<file path="config.mk">
export PLATFORM = sky130hd
export DESIGN_NAME = cdb_arbiter
export DESIGN_NICKNAME = d
export VERILOG_FILES = /design/src/rtl/cdb_pkg.sv /design/src/rtl/age_select.sv /design/src/rtl/cdb_arbiter.sv
export SDC_FILE = /design/constraint.sdc
export NUM_CORES = 1
export LEC_CHECK = 0
export ABC_AREA = 1
export BUFFER_PORTS_ARGS = -buffer_cell sky130_fd_sc_hd__clkbuf_2
export CAP_MARGIN = 20
export CORE_MARGIN = 3
export CORE_UTILIZATION = 35
export CTS_BUF_LIST = sky130_fd_sc_hd__clkbuf_16
export DETAILED_ROUTE_END_ITERATION = 10
export GPL_TIMING_DRIVEN = 0
export PLACE_DENSITY = 0.52
export SKIP_CTS_REPAIR_TIMING = 1
export SYNTH_ARGS = -nofsm -noshare
export SYNTH_HDL_FRONTEND = slang
export SYNTH_HIERARCHICAL = 1
export SYNTH_SLANG_ARGS = --single-unit
</file>
<file path="constraint.sdc">
create_clock -name i_clk -period 7.1 [get_ports i_clk]
set_clock_uncertainty 0.05 [all_clocks]
set_input_delay 0.71 -clock i_clk [delete_from_list [all_inputs] [get_ports i_clk]]
set_output_delay 0.71 -clock i_clk [all_outputs]
set_load 0.01 [all_outputs]
</file>
<file path="src/rtl/cdb_pkg.sv">
// cdb_pkg: shared constants and types for the common data bus.
//   NUM_FU     number of execution units competing for the CDB
//   ROB_IDX_W  ROB tag width (ROB depth is 2**ROB_IDX_W)
//   DATA_W     result width
//   fu_id_e    execution unit index (ALU, MUL, DIV, LSU)
//   cdb_t      one CDB broadcast, consumed by the ROB and reservation stations
package cdb_pkg;

    localparam int unsigned NUM_FU    = 4;
    localparam int unsigned ROB_IDX_W = 5;
    localparam int unsigned DATA_W    = 32;
    localparam int unsigned SRC_W     = $clog2(NUM_FU);

    typedef enum logic [SRC_W-1:0] {
        FU_ALU,
        FU_MUL,
        FU_DIV,
        FU_LSU
    } fu_id_e;

    typedef struct packed {
        logic                 valid;
        logic [ROB_IDX_W-1:0] tag;
        logic [DATA_W-1:0]    data;
        logic [SRC_W-1:0]     src;
    } cdb_t;

endpackage

</file>
<file path="src/rtl/age_select.sv">
// age_select: combinational oldest-first selector for the CDB.
//   i_buf_v     per-unit holding buffer valid
//   i_buf_tag   per-unit buffered ROB tag, unit i at [i*ROB_IDX_W +: ROB_IDX_W]
//   i_rob_head  tag of the oldest in-flight ROB entry
//   o_grant     one-hot (or zero) grant to the buffer with the smallest age
module age_select
    import cdb_pkg::*;
(
    input  logic [NUM_FU-1:0]           i_buf_v,
    input  logic [NUM_FU*ROB_IDX_W-1:0] i_buf_tag,
    input  logic [ROB_IDX_W-1:0]        i_rob_head,
    output logic [NUM_FU-1:0]           o_grant
);

    logic                 w_best_v;
    logic [ROB_IDX_W-1:0] w_best_age;
    logic [SRC_W-1:0]     w_best_idx;
    logic [ROB_IDX_W-1:0] w_age;

    always_comb begin
        w_best_v   = 1'b0;
        w_best_age = '0;
        w_best_idx = '0;
        w_age      = '0;
        o_grant    = '0;
        for (int i = 0; i < NUM_FU; i++) begin
            // Modular distance from the head; wraps naturally at ROB_IDX_W bits.
            w_age = i_buf_tag[i*ROB_IDX_W +: ROB_IDX_W] - i_rob_head;
            // Strict compare keeps the lower index on an (illegal) tie.
            if (i_buf_v[i] && (!w_best_v || (w_age < w_best_age))) begin
                w_best_v   = 1'b1;
                w_best_age = w_age;
                w_best_idx = SRC_W'(i);
            end
        end
        if (w_best_v) begin
            o_grant[w_best_idx] = 1'b1;
        end
    end

endmodule

</file>
<file path="src/rtl/cdb_arbiter.sv">
// cdb_arbiter: schedules the single common data bus among the execution units.
//   i_clk, i_rst_n   core clock, asynchronous active-low reset
//   i_fu_valid       unit i presents a result
//   i_fu_tag         unit i ROB tag at [i*ROB_IDX_W +: ROB_IDX_W]
//   i_fu_data        unit i result at [i*DATA_W +: DATA_W]
//   o_fu_ready       unit i holding buffer can accept this cycle
//   i_rob_head       oldest in-flight ROB tag, used for age ordering
//   i_flush          squash all buffered results and the pending broadcast
//   o_cdb_valid/tag/data/src   registered broadcast
module cdb_arbiter
    import cdb_pkg::*;
(
    input  logic                        i_clk,
    input  logic                        i_rst_n,
    input  logic [NUM_FU-1:0]           i_fu_valid,
    input  logic [NUM_FU*ROB_IDX_W-1:0] i_fu_tag,
    input  logic [NUM_FU*DATA_W-1:0]    i_fu_data,
    output logic [NUM_FU-1:0]           o_fu_ready,
    input  logic [ROB_IDX_W-1:0]        i_rob_head,
    input  logic                        i_flush,
    output logic                        o_cdb_valid,
    output logic [ROB_IDX_W-1:0]        o_cdb_tag,
    output logic [DATA_W-1:0]           o_cdb_data,
    output logic [SRC_W-1:0]            o_cdb_src
);

    logic [NUM_FU-1:0]           r_buf_v;
    logic [NUM_FU*ROB_IDX_W-1:0] r_buf_tag;
    logic [NUM_FU*DATA_W-1:0]    r_buf_data;
    cdb_t                        r_cdb;

    logic [NUM_FU-1:0]    w_grant;
    logic [NUM_FU-1:0]    w_ready;
    logic [NUM_FU-1:0]    w_load;
    logic [ROB_IDX_W-1:0] w_win_tag;
    logic [DATA_W-1:0]    w_win_data;
    logic [SRC_W-1:0]     w_win_src;

    // Arbitration sees only the buffers, never the live inputs.
    age_select u_age_select (
        .i_buf_v    (r_buf_v),
        .i_buf_tag  (r_buf_tag),
        .i_rob_head (i_rob_head),
        .o_grant    (w_grant)
    );

    // A buffer being granted this cycle empties at the edge, so it can reload.
    assign w_ready = {NUM_FU{~i_flush}} & (~r_buf_v | w_grant);
    assign w_load  = i_fu_valid & w_ready;

    always_comb begin
        w_win_tag  = '0;
        w_win_data = '0;
        w_win_src  = '0;
        for (int i = 0; i < NUM_FU; i++) begin
            if (w_grant[i]) begin
                w_win_tag  = r_buf_tag[i*ROB_IDX_W +: ROB_IDX_W];
                w_win_data = r_buf_data[i*DATA_W +: DATA_W];
                w_win_src  = SRC_W'(i);
            end
        end
    end

    always_ff @(posedge i_clk or negedge i_rst_n) begin
        if (!i_rst_n) begin
            r_buf_v    <= '0;
            r_buf_tag  <= '0;
            r_buf_data <= '0;
            r_cdb      <= '0;
        end else if (i_flush) begin
            // Payload registers keep stale values; only the valids matter.
            r_buf_v     <= '0;
            r_cdb.valid <= 1'b0;
        end else begin
            for (int i = 0; i < NUM_FU; i++) begin
                if (w_load[i]) begin
                    r_buf_v[i]                              <= 1'b1;
                    r_buf_tag[i*ROB_IDX_W +: ROB_IDX_W]     <= i_fu_tag[i*ROB_IDX_W +: ROB_IDX_W];
                    r_buf_data[i*DATA_W +: DATA_W]          <= i_fu_data[i*DATA_W +: DATA_W];
                end else if (w_grant[i]) begin
                    r_buf_v[i] <= 1'b0;
                end
            end
            r_cdb.valid <= |w_grant;
            // Payload holds its last value when nothing wins.
            if (|w_grant) begin
                r_cdb.tag  <= w_win_tag;
                r_cdb.data <= w_win_data;
                r_cdb.src  <= w_win_src;
            end
        end
    end

    assign o_fu_ready  = w_ready;
    assign o_cdb_valid = r_cdb.valid;
    assign o_cdb_tag   = r_cdb.tag;
    assign o_cdb_data  = r_cdb.data;
    assign o_cdb_src   = r_cdb.src;

endmodule

</file>
After elaboration in Yosys (flattened, before gate mapping)
Index checks and enable logic that the tools add are counted.
- register bits: 192
- input port bits: 160
- output and inout port bits: 44
- word-level logic and storage cells: 84
- add/subtract/negate cells: 4
- magnitude comparators: 5
- muxes and demuxes: 34
- bitwise gates (word level): 5
- reductions and logical operators: 20
- operators by type and width (cell ; number):
    $mux W32 ; 4
    $mux W5 ; 7
    $sub A5 B5 Y5 ; 4
    $mux W1 ; 16
    $lt A5 B5 Y1 ; 3
    $reduce_bool A3 Y1 ; 4
    $reduce_and A2 Y1 ; 5
    $and A4 B4 Y4 ; 2
    $mux W2 ; 4
    $mux W4 ; 2
    $logic_and A1 B1 Y1 ; 4
    $not A4 Y4 ; 1
    $or A4 B4 Y4 ; 1
    $reduce_or A4 Y1 ; 1
    $logic_not A1 Y1 ; 3
    $logic_or A1 B1 Y1 ; 3
    $lt A2 B3 Y1 const B ; 1
    $demux W1 S2 ; 1
    $ge A2 B1 Y1 const B ; 1
    $not A1 Y1 ; 1

Logic depth before layout (Yosys ltp)
- word-level depth: 24
- gate-level depth with buffers: 43
- mapped depth without buffers: 40

Modules after synthesis
Netlist, hierarchy kept.
- modules (own cells, without submodules) (module ; times used ; cells each ; area an instance (um^2) ; seq. area each (um^2)):
    cdb_arbiter ; 1 ; 1224 ; 9148.8 ; 4804.6
    age_select ; 1 ; 158 ; 1078.5 ; 0.0

Least setup slack after synthesis
Ideal clock, no wire load.
- path type: input-to-output
- from: input i_rob_head[1]
- to: output o_fu_ready[3]
- arrival: 5.282 ns
- required time: 6.340 ns
- path slack: 1.058 ns
- cell stages on the path: 33
- path buffers: 2
- path through: inv_1 -> fa_1 -> a31oi_1 -> inv_1 -> a21oi_1 -> o21ai_0 -> ha_1 -> nand2_1 -> inv_1 -> nand2_1 -> nand3_2 -> nand2_2 -> nand2_4 -> o21ai_0 -> ha_1 -> a21oi_1 -> nor2_1 -> a211oi_1 -> nand2_1 -> nand2_2 -> nand2_2 -> buf_2 -> nand2_1 -> o21ai_0 -> ha_1 -> a21oi_1 -> nor2_1 -> a211oi_1 -> nand2_2 -> a21oi_1 -> inv_2 -> a21oi_2 -> buf_2
- cells in the longest elaborated chain, start to end: 21
- elaborated cells between the ends (all ways): 32
- those cells by class: 4 x add/sub; 5 x order compare; 12 x mux; 2 x bitwise; 9 x reduce/logical
- RTL lines (item ; line ; source):
    start: declaration ; cdb_arbiter.sv:19 ; input logic [ROB_IDX_W-1:0] i_rob_head,
    $sub A5 B5 Y5 ; age_select.sv:28 ; w_age = i_buf_tag[i*ROB_IDX_W +: ROB_IDX_W] - i_rob_head;
    $mux W5 ; age_select.sv:30 ; if (i_buf_v[i] && (!w_best_v || (w_age < w_best_age))) begin
    $lt A5 B5 Y1 ; age_select.sv:30 ;
    $logic_or A1 B1 Y1 ; age_select.sv:30 ;
    $logic_and A1 B1 Y1 ; age_select.sv:30 ;
    $mux W5 or $mux W1 (tied branches) ; age_select.sv:30 ;
    $lt A5 B5 Y1 or $logic_not A1 Y1 (tied branches) ; age_select.sv:30 ;
    $logic_or A1 B1 Y1 ; age_select.sv:30 ;
    [... 6 more ...] ; - ;
    $lt A2 B3 Y1 (not written as such) or $ge A2 B1 Y1 (tied branches) ; age_select.sv:37 ; o_grant[w_best_idx] = 1'b1;
    $logic_and A1 B1 Y1 (not written as such) ; age_select.sv:37 ;
    $mux W1 (not written as such) ; age_select.sv:37 ;
    $demux W1 S2 ; - ;
    $mux W4 * ; age_select.sv:36 ; if (w_best_v) begin
    named net w_grant[3] ; cdb_arbiter.sv:32 ; logic [NUM_FU-1:0] w_grant;
    $or A4 B4 Y4 * ; cdb_arbiter.sv:48 ; assign w_ready = {NUM_FU{~i_flush}} & (~r_buf_v | w_grant);
    $and A4 B4 Y4 * ; cdb_arbiter.sv:48 ;
    end: declaration ; cdb_arbiter.sv:18 ; output logic [NUM_FU-1:0] o_fu_ready,
The timed path passes the listed nets; every way through them passes the cells marked *.

Worst setup path in the final report
- from: register r_buf_tag[0]
- to: output o_fu_ready[0]
- cells in the longest elaborated chain, start to end: 21
- elaborated cells between the ends (all ways): 29
- those cells by class: 1 x add/sub; 5 x order compare; 12 x mux; 2 x bitwise; 9 x reduce/logical
- RTL lines (item ; line ; source):
    start: declaration ; cdb_arbiter.sv:28 ; logic [NUM_FU*ROB_IDX_W-1:0] r_buf_tag;
    start signal: indexed assignment ; cdb_arbiter.sv:78 ; r_buf_tag[i*ROB_IDX_W +: ROB_IDX_W] <= i_fu_tag[i*ROB_IDX_W +: ROB_IDX_W];
    $sub A5 B5 Y5 * ; age_select.sv:28 ;
    $mux W5 * ; age_select.sv:30 ;
    $lt A5 B5 Y1 ; age_select.sv:30 ;
    $logic_or A1 B1 Y1 ; age_select.sv:30 ;
    $logic_and A1 B1 Y1 ; age_select.sv:30 ;
    $mux W5 or $mux W1 (tied branches) ; age_select.sv:30 ;
    $lt A5 B5 Y1 or $logic_not A1 Y1 (tied branches) ; age_select.sv:30 ;
    $logic_or A1 B1 Y1 ; age_select.sv:30 ;
    [... 6 more ...] ; - ;
    $lt A2 B3 Y1 (not written as such) or $ge A2 B1 Y1 (tied branches) ; age_select.sv:37 ;
    $logic_and A1 B1 Y1 (not written as such) ; age_select.sv:37 ;
    $mux W1 (not written as such) ; age_select.sv:37 ;
    $demux W1 S2 ; - ;
    $mux W4 * ; age_select.sv:36 ;
    named net w_grant[0] ; cdb_arbiter.sv:32 ;
    $or A4 B4 Y4 * ; cdb_arbiter.sv:48 ;
    $and A4 B4 Y4 * ; cdb_arbiter.sv:48 ;
Marked as above.

==> out/qor.yml <==
synth_cell_types: 28
dp.cells: 1962
ys_top_cells_by_area: "dfrtp_1 (47%), nand2_1 (24%), nand3_1 (9.8%)"
regArea_um2: 4800
first_pass_iters: 5
drv_slew: 0
drt_iter0_drc: 691
fp.dieH_um: 177
leakage_nw: 7.21
numClockSinks: 192
p_per_area_nw_per_um2: 333
antenna_found_initial: 1
layout.nets: 1796
rr_worst_depth: 38
path_class: "reg2out"
core_area_um2: 28300
worst-path-buf-inv: 8
holdWs_ns: 0.261
globalRoute.totalOverflow: 0
synthArstFlopShare_pct: 100
cts_tree: "built"
clockBufferDepth: 2
grt_pass1_wl_um: 51100
max_freq_mhz: 151
synth_flop_cell: "dfrtp_1"
wl_per_cell_um: 16.4
critical_path_arrival_ns: 5.85
end_kind: "output port"
wl_um: 32800
finalHoldViolCount: 0
synth_area_um2: 10200
initial_core_util_pct: 36.1
htreeDepth: 4
synth_edf_count: 0
synth_top_cell_by_area: "dfrtp_1"
hp-class: "in2async"
die_area_um2: 31300
cts.clk_slew.worst_paths_ns: 0.08
yosysWarnings: 6
ant_nets: 0
layout_min_cycle_time_ns: 6.61
ir_drop_mv: 0.168
crit_family: "adder cells"
num_rows: 61
crit_start: "r_buf_tag[0]"
critPathSlowestCell: "dfrtp_1"
ys_seq_area_share_pct: 47.0
num_vias: 9486
path_common_cell: "nand2_1"
regToRegStartpoint: "r_buf_tag[0]"
cp.depth: 37
drt_drc_violations_left: 0
final_common_cell: "nand2_1"
gp_congestion: 0.908
root_buffer: "clkbuf_16"
post-place-ws_ns: 0.0271
grt_usage_pct: 21.1
yosys.area.top_type_share_pct: 47.0
grt_max_degree: 106
multi_input_area_um2: 4800
syn_nets: 1574
die_w_um: 177
total_power_mw: 4.14
cts-buffers-inserted: 17
required_ns: 6.34
final_cells: 1996
tightestPinTransition_ns: 0.749
via_per_inst: 4.75
fin_ws_ns: 0.492
fin_crit_sh_pct: 93.1
first_global_vias: 9214
setup_viol: 0
startpoint_type: "flop"
clkLatencyLatePin_ns: 0.44
avgSynthCellArea_um2: 7.40
netlist_instances: 1382
synth_seq_cells: 192
slowest_delay_ns: 0.40
final_cell_mix: "nand2_1 (652), nand3_1 (201), clkbuf_2 (200)"
worstPathMaxFanout: 12
cap_violations: 0
dp_hpwl_um: 25100
maxSlewHeadroom_pct: 50.1
port_buffers: 201
io_pins: 204
area_growth_pct: 21.5
fillers: 3005
drive_above_1_share_pct: 20.5
status: "finished clean"
-- state kept, by name (all words and copies together) (netlist names) --
signal and count:
r_buf_tag 20, o_cdb_valid 1, r_buf_data 128, o_cdb_data 32
o_cdb_tag 5, o_cdb_src 2, r_buf_v 4
-- path summary, 6_finish.rpt --
kind | slack [ns] | endpoint
worst max-delay path | 0.49 | o_fu_ready[0]
worst min-delay path | 0.26 | r_buf_data[110]
worst max register to register | 1.02 | o_cdb_data[21]
worst min register to register | 0.42 | r_buf_data[82]
max in group asynchronous | 5.71 | r_buf_tag[8]
min in group i_clk | 0.42 | r_buf_data[82]
-- metal layers --
layer	vias to the layer above	track usage [%]	part of all wire, %
met5	-	0	0
met4	0	5.24	1.7
met3	26	2.79	4.8
met2	273	31.3	43
met1	4374	32.6	51
li1	4813	-	-
-- power by group --
group | switching (mW) | leakage, nW | internal [mW]
clock | 0.485 | 0.298 | 0.509
combinational | 1.04 | 4.50 | 0.555
sequential | 0.183 | 2.41 | 1.37
-- through the flow --
stage / TNS, ns / utilization [%] / area [um^2]
3_3_place_gp: 0 / 41.3 / 11700
5_1_grt: -0.0483 / 43.9 / 12400
2_1_floorplan: 0 / - / 10200
6_report: 0 / 43.9 / 12400
3_5_place_dp: 0 / 41.5 / 11700
4_1_cts: 0 / 43.6 / 12300
-- cell type report --
class | instances | area share (%)
Timing Repair Buffer | 203 | 8.45
Clock buffer | 17 | 3.42
Inverter | 58 | 1.75
Tap cell | 378 | 3.81
Multi-Input combinational cell | 1048 | 38.6
Buffer | 84 | 3.80
Antenna cell | 1 | 0.0201
Sequential cell | 192 | 38.7
Clock inverter | 15 | 1.45
-- Yosys cell counts (9+ instances only) --
master	instances
nand2_1	652
nand2_2	10
nand3_1	201
xor2_1	9
a21oi_1	51
ha_1	28
nor2_1	59
buf_2	47
o21ai_0	12
inv_1	53
clkbuf_1	20
buf_4	16
dfrtp_1	192
-- cell families (layout without fill, tap and decap cells) --
kind of cell	Yosys count	after routing	share of synthesized area [%]
buf+inv	143	377	6.56
flops	192	192	47.0
fa+ha+maj	32	32	4.21
simple gates	926	927	36.9
compound gates	76	76	4.27
other cells	0	1	0
xor+xnor	13	13	1.11
-- worst reg2reg max path, delay by kind of cell (launching register included) --
family / cells / cell delay [ns]
buf+inv: 7 / 0.96
fa+ha+maj: 5 / 1.43
simple gates: 17 / 1.64
compound gates: 9 / 1.55
flops: 1 / 0.40
Power figures use the tool's default switching activity.
